[src/rtl/edgeconv_sched.sv]
// Round-robin frame scheduler sharing one edgeconv engine between two pixel sources.
// Grants a whole frame, streams it with backpressure, then returns the tagged digit.
//
// state    | meaning
// ---------+---------------------------------------------------------------
// IDLE     | no frame in flight; arbitrate req each cycle
// STREAM   | forward the granted source's pixels to the engine
// WAIT_RES | frame delivered; wait for eng_valid_out or the timeout
// RESULT   | result held on res_* until res_ready
module edgeconv_sched #(
    parameter int FRAME_PIXELS   = 784,
    parameter int RESULT_TIMEOUT = 16
) (
    input  logic       clk,
    input  logic       rst_n,
    input  logic [1:0] req,
    input  logic [1:0] pix_valid,
    input  logic [7:0] pix_data0,
    input  logic [7:0] pix_data1,
    output logic [1:0] pix_ready,
    output logic       eng_valid_in,
    output logic [7:0] eng_pixel_in,
    input  logic [3:0] eng_digit,
    input  logic       eng_valid_out,
    output logic       res_valid,
    input  logic       res_ready,
    output logic [3:0] res_digit,
    output logic       res_id,
    output logic       res_timeout,
    output logic       busy,
    output logic       err_spurious
);

    localparam int CW = (FRAME_PIXELS > 1) ? $clog2(FRAME_PIXELS) : 1;
    localparam logic [CW-1:0] CNT_LAST = CW'(FRAME_PIXELS - 1);
    localparam logic [7:0]    TMO_LAST = 8'(RESULT_TIMEOUT - 1);

    typedef enum logic [1:0] {
        IDLE     = 2'd0,
        STREAM   = 2'd1,
        WAIT_RES = 2'd2,
        RESULT   = 2'd3
    } state_t;

    state_t        state;
    logic          gnt;
    logic          last_gnt;
    logic [CW-1:0] cnt;
    logic [7:0]    timer;
    logic          winner;
    logic          hs;

    // A lone requester wins outright; on contention the source not served last wins.
    always_comb begin
        winner = 1'b0;
        if (req == 2'b10)
            winner = 1'b1;
        else if (req == 2'b11)
            winner = ~last_gnt;
    end

    assign hs           = (state == STREAM) && pix_valid[gnt];
    assign pix_ready    = (state == STREAM) ? (gnt ? 2'b10 : 2'b01) : 2'b00;
    assign eng_valid_in = hs;
    assign eng_pixel_in = (state == STREAM) ? (gnt ? pix_data1 : pix_data0) : 8'h00;
    assign busy         = (state != IDLE);

    always_ff @(posedge clk or negedge rst_n) begin
        if (!rst_n) begin
            state        <= IDLE;
            gnt          <= 1'b0;
            last_gnt     <= 1'b1;
            cnt          <= '0;
            timer        <= 8'd0;
            res_valid    <= 1'b0;
            res_digit    <= 4'h0;
            res_id       <= 1'b0;
            res_timeout  <= 1'b0;
            err_spurious <= 1'b0;
        end else begin
            if (eng_valid_out && (state != WAIT_RES))
                err_spurious <= 1'b1;

            case (state)
                IDLE: begin
                    if (req != 2'b00) begin
                        gnt      <= winner;
                        last_gnt <= winner;
                        cnt      <= '0;
                        state    <= STREAM;
                    end
                end
                STREAM: begin
                    if (hs) begin
                        if (cnt == CNT_LAST) begin
                            cnt   <= '0;
                            timer <= 8'd0;
                            state <= WAIT_RES;
                        end else begin
                            cnt <= cnt + 1'b1;
                        end
                    end
                end
                WAIT_RES: begin
                    timer <= timer + 1'b1;
                    // A real engine result beats a timeout landing in the same cycle.
                    if (eng_valid_out) begin
                        res_digit   <= eng_digit;
                        res_id      <= gnt;
                        res_timeout <= 1'b0;
                        res_valid   <= 1'b1;
                        state       <= RESULT;
                    end else if (timer == TMO_LAST) begin
                        res_digit   <= 4'hF;
                        res_id      <= gnt;
                        res_timeout <= 1'b1;
                        res_valid   <= 1'b1;
                        state       <= RESULT;
                    end
                end
                RESULT: begin
                    if (res_ready) begin
                        res_valid <= 1'b0;
                        state     <= IDLE;
                    end
                end
                default: state <= IDLE;
            endcase
        end
    end

endmodule
[config.mk]
export PLATFORM = sky130hd
export DESIGN_NAME = edgeconv_sched
export DESIGN_NICKNAME = d
export VERILOG_FILES = /design/src/rtl/edgeconv_sched.sv
export SDC_FILE = /design/constraint.sdc
export NUM_CORES = 1
export LEC_CHECK = 0
export ABC_AREA = 0
export ABC_CLOCK_PERIOD_IN_PS = 5400
export CORE_ASPECT_RATIO = 2
export CORE_MARGIN = 4
export CORE_UTILIZATION = 40
export CTS_BUF_LIST = sky130_fd_sc_hd__clkbuf_8
export DETAILED_ROUTE_END_ITERATION = 16
export GPL_TIMING_DRIVEN = 0
export HOLD_SLACK_MARGIN = 0.06
export PLACE_DENSITY = 0.74
export SYNTH_ARGS = -nofsm -noshare
export SYNTH_HDL_FRONTEND = slang
export SYNTH_SLANG_ARGS = --single-unit
[constraint.sdc]
create_clock -name clk -period 5.4 [get_ports clk]
set_input_delay 1.08 -clock clk [delete_from_list [all_inputs] [get_ports clk]]
set_output_delay 1.08 -clock clk [all_outputs]
set_load 0.005 [all_outputs]
==> impl_metrics.toml <==
[status]
status = "complete, no violations"

[global_routing]
grt_max_degree = 17
grt_pass1_wl_mm = 7.21
overflow = 0
grt_pass1_vias = 1572
grt_usage = 0.157
grt_antenna_before_repair = 0

[floorplanning]
die_h_um = 103
die_area_um2 = 5750
num_io_pins = 48
coreArea_um2 = 4380
row_count = 34
start_util = 0.415
die_w_um = 55.7

[sta]
worst_slack_ps = 1880
hold_viol = 0
drv_slew = 0
worstMarginPinSlew_ps = 773
finalCritPeriodShare = 0.652
timing.fmax_mhz = 284
setup_tns_ps = 0
setup_violations = 0
timing.slew.headroom = 0.483
rsz0062_at_grt = "false"
period_needed_ps = 3520
skew_ps = 14.1

[critical_path]
worst_path_max_delay_cell = "clkdlybuf4s50_1"
cpPeakStageDelay_ps = 480
r2r_end = "cnt[3]$_DFFE_PN0P_"
arrival_ps = 2440
r2r_setup_slack_ps = 2970
rr_worst_depth = 9
start_kind = "input pin"
startpoint = "pix_valid[1]"
crit_end = "eng_valid_in"
crit_family = "buffers and inverters"
crit_top_cell = "clkdlybuf4s50_1"
cp.depth = 4
crit_required_ps = 4320
criticalPathCategory = "in -> out"
cp-end-kind = "primary output"
path_cells = "clkdlybuf4s50_1 > mux2i_1 > nor2b_1 > clkdlybuf4s50_1"
cp_num_buf_inv = 2
reg2reg_from = "state[0]$_DFFE_PN0P_"
worstPathMaxFanout = 4

[yosys]
yosysTopAreaCellShare = 0.399
synth_edf_count = 0
syn_area_per_cell_um2 = 9.41
yosys-top-cells-area = "dfrtp_1, mux2i_1, a21oi_1"
postSynthNetCount = 227
synth-seq-area-share = 0.414
synth_warnings = 0
synth_cells = 193
async_reset_ff_frac = 1.00
synth_cell_types = 43
yosysTopAreaCell = "dfrtp_1"
ys_ff_latch = 30
syn_area_um2 = 1820
synth_ff_type = "dfrtp_1"

[routing]
dr.pass1.iters = 4
vias = 1662
viasPerCell = 5.49
drc = 0
first_iter_violations = 36
drt_wl_total_mm = 4.36
antenna_left = 0
wl_per_cell_um = 14.4

[clock_tree]
cts-buffers-inserted = 5
cts.sinks = 30
clk_latency_ps = 280
cts_tree = "built"
htree_num_levels = 2
cts_hold_repair.buffers = 0
clkTransAtPathRegs_ps = 70
cts_buffer_depth = 2
cts_resized = 0
postCtsSetupBuffers = 0
cts_root_buf = "clkbuf_8"

[flow_run]
cap_viol_max_count = 0

[place]
hpwl_mm = 3.42
post-place-ws_ps = 1860
gp_congestion = 0.828
port_buffers = 47

[layout]
fin_nets = 282
syn2layout_area_growth_pct = 37.1
final_common_cell = "clkdlybuf4s50_1"
drive_gt1_frac = 0.0924
final_cell_mix = "clkdlybuf4s50_1, dfrtp_1, inv_1"
diodes = 0

[power_and_ir_drop]
p_per_area_nw_per_um2 = 233
p_leak_nw = 1.03
ir_drop_mv = 0.166

[min_path]
hp-class = "reg -> reg"
## how the worst min path moves through the flow
stage / startpoint / endpoint / slack, ps / cells after the start
CTS: err_spurious$_DFFE_PN0P_ / err_spurious$_DFFE_PN0P_ / 480 / 1
global placement: err_spurious$_DFFE_PN0P_ / err_spurious$_DFFE_PN0P_ / 440 / 1
finish: err_spurious$_DFFE_PN0P_ / err_spurious$_DFFE_PN0P_ / 470 / 1
detailed placement: err_spurious$_DFFE_PN0P_ / err_spurious$_DFFE_PN0P_ / 460 / 1
floorplan: err_spurious$_DFFE_PN0P_ / err_spurious$_DFFE_PN0P_ / 450 / 1
global route: err_spurious$_DFFE_PN0P_ / err_spurious$_DFFE_PN0P_ / 510 / 1
## routing by layer
metal | wire [µm] | share of wire | global-route usage
met5 | 0 | 0 | 0
met2 | 2550 | 0.58 | 0.292
met3 | 117 | 0.027 | 0.0311
met4 | 46 | 0.011 | 0.0618
met1 | 1650 | 0.38 | 0.174
## worst register-to-register path: cells and delay by family (launching register included)
| family | cells | cell delay [ps] |
|---|---|---|
| AOI/OAI and AO/OA | 3 | 420 |
| DFF | 1 | 400 |
| and+or+nand+nor | 1 | 430 |
| adders and majority gates | 1 | 150 |
| buffers and inverters | 4 | 960 |
## report_power, final
| group | switching (mW) | internal (mW) | total, mW |
|---|---|---|---|
| Sequential | 0.0259 | 0.244 | 0.270 |
| Clock | 0.0845 | 0.136 | 0.220 |
| Combinational | 0.0386 | 0.0533 | 0.0919 |
| Total | 0.149 | 0.433 | 0.582 |
## Yosys cell counts (3+ instances only)
cell	count
a21oi_1	15
and2_1	3
clkbuf_1	7
dfrtp_1	29
ha_1	6
inv_1	16
mux2i_1	12
nand2_1	14
nand3_1	10
nand4_1	5
nor2_1	3
nor2b_1	10
nor3b_1	5
nor4_1	3
o211ai_1	3
o21ai_0	6
o31ai_1	4
or3_1	6
or4_1	4
## metrics by stage
step                      std cells  cell area (µm²)  utilization  hold WS (ps)  total power [mW]
after floorplan                 193             1820            -           451             0.312
after global placement          294             2350        0.537           438             0.359
after detailed placement        295             2380        0.544           464             0.366
after CTS                       303             2490        0.569           481             0.588
after global routing            303             2490        0.569           508             0.614
final                           303             2490        0.569           474             0.582
## flip-flops by register name (all words and copies together) (netlist names)
name          count
gnt               1
timer             8
res_digit         4
res_id            1
res_timeout       1
state             2
last_gnt          1
res_valid         1
cnt              10
err_spurious      1
## cell families (layout without fill, tap and decap cells)
| family | after synthesis | count (layout) | share of synthesized area |
|---|---|---|---|
| buffers and inverters | 26 | 82 | 0.0572 |
| AO/OA/AOI/OAI | 40 | 40 | 0.151 |
| multiplexers | 15 | 15 | 0.0847 |
| AND/OR/NAND/NOR | 76 | 76 | 0.252 |
| flip-flops | 30 | 30 | 0.414 |
| adder cells (fa/ha/maj) | 6 | 6 | 0.0413 |
## cell type report
| cell class | count | area, µm² |
|---|---|---|
| Inverter | 16 | 60.1 |
| Buffer | 10 | 43.8 |
| Clock buffer | 5 | 68.8 |
| Sequential cell | 30 | 752 |
| Tap cell | 54 | 67.6 |
| Fill cell | 395 | 1890 |
| Clock inverter | 3 | 40.0 |
| Multi-Input combinational cell | 137 | 961 |
| Timing Repair Buffer | 48 | 498 |
(Power assumes the default switching activity.)
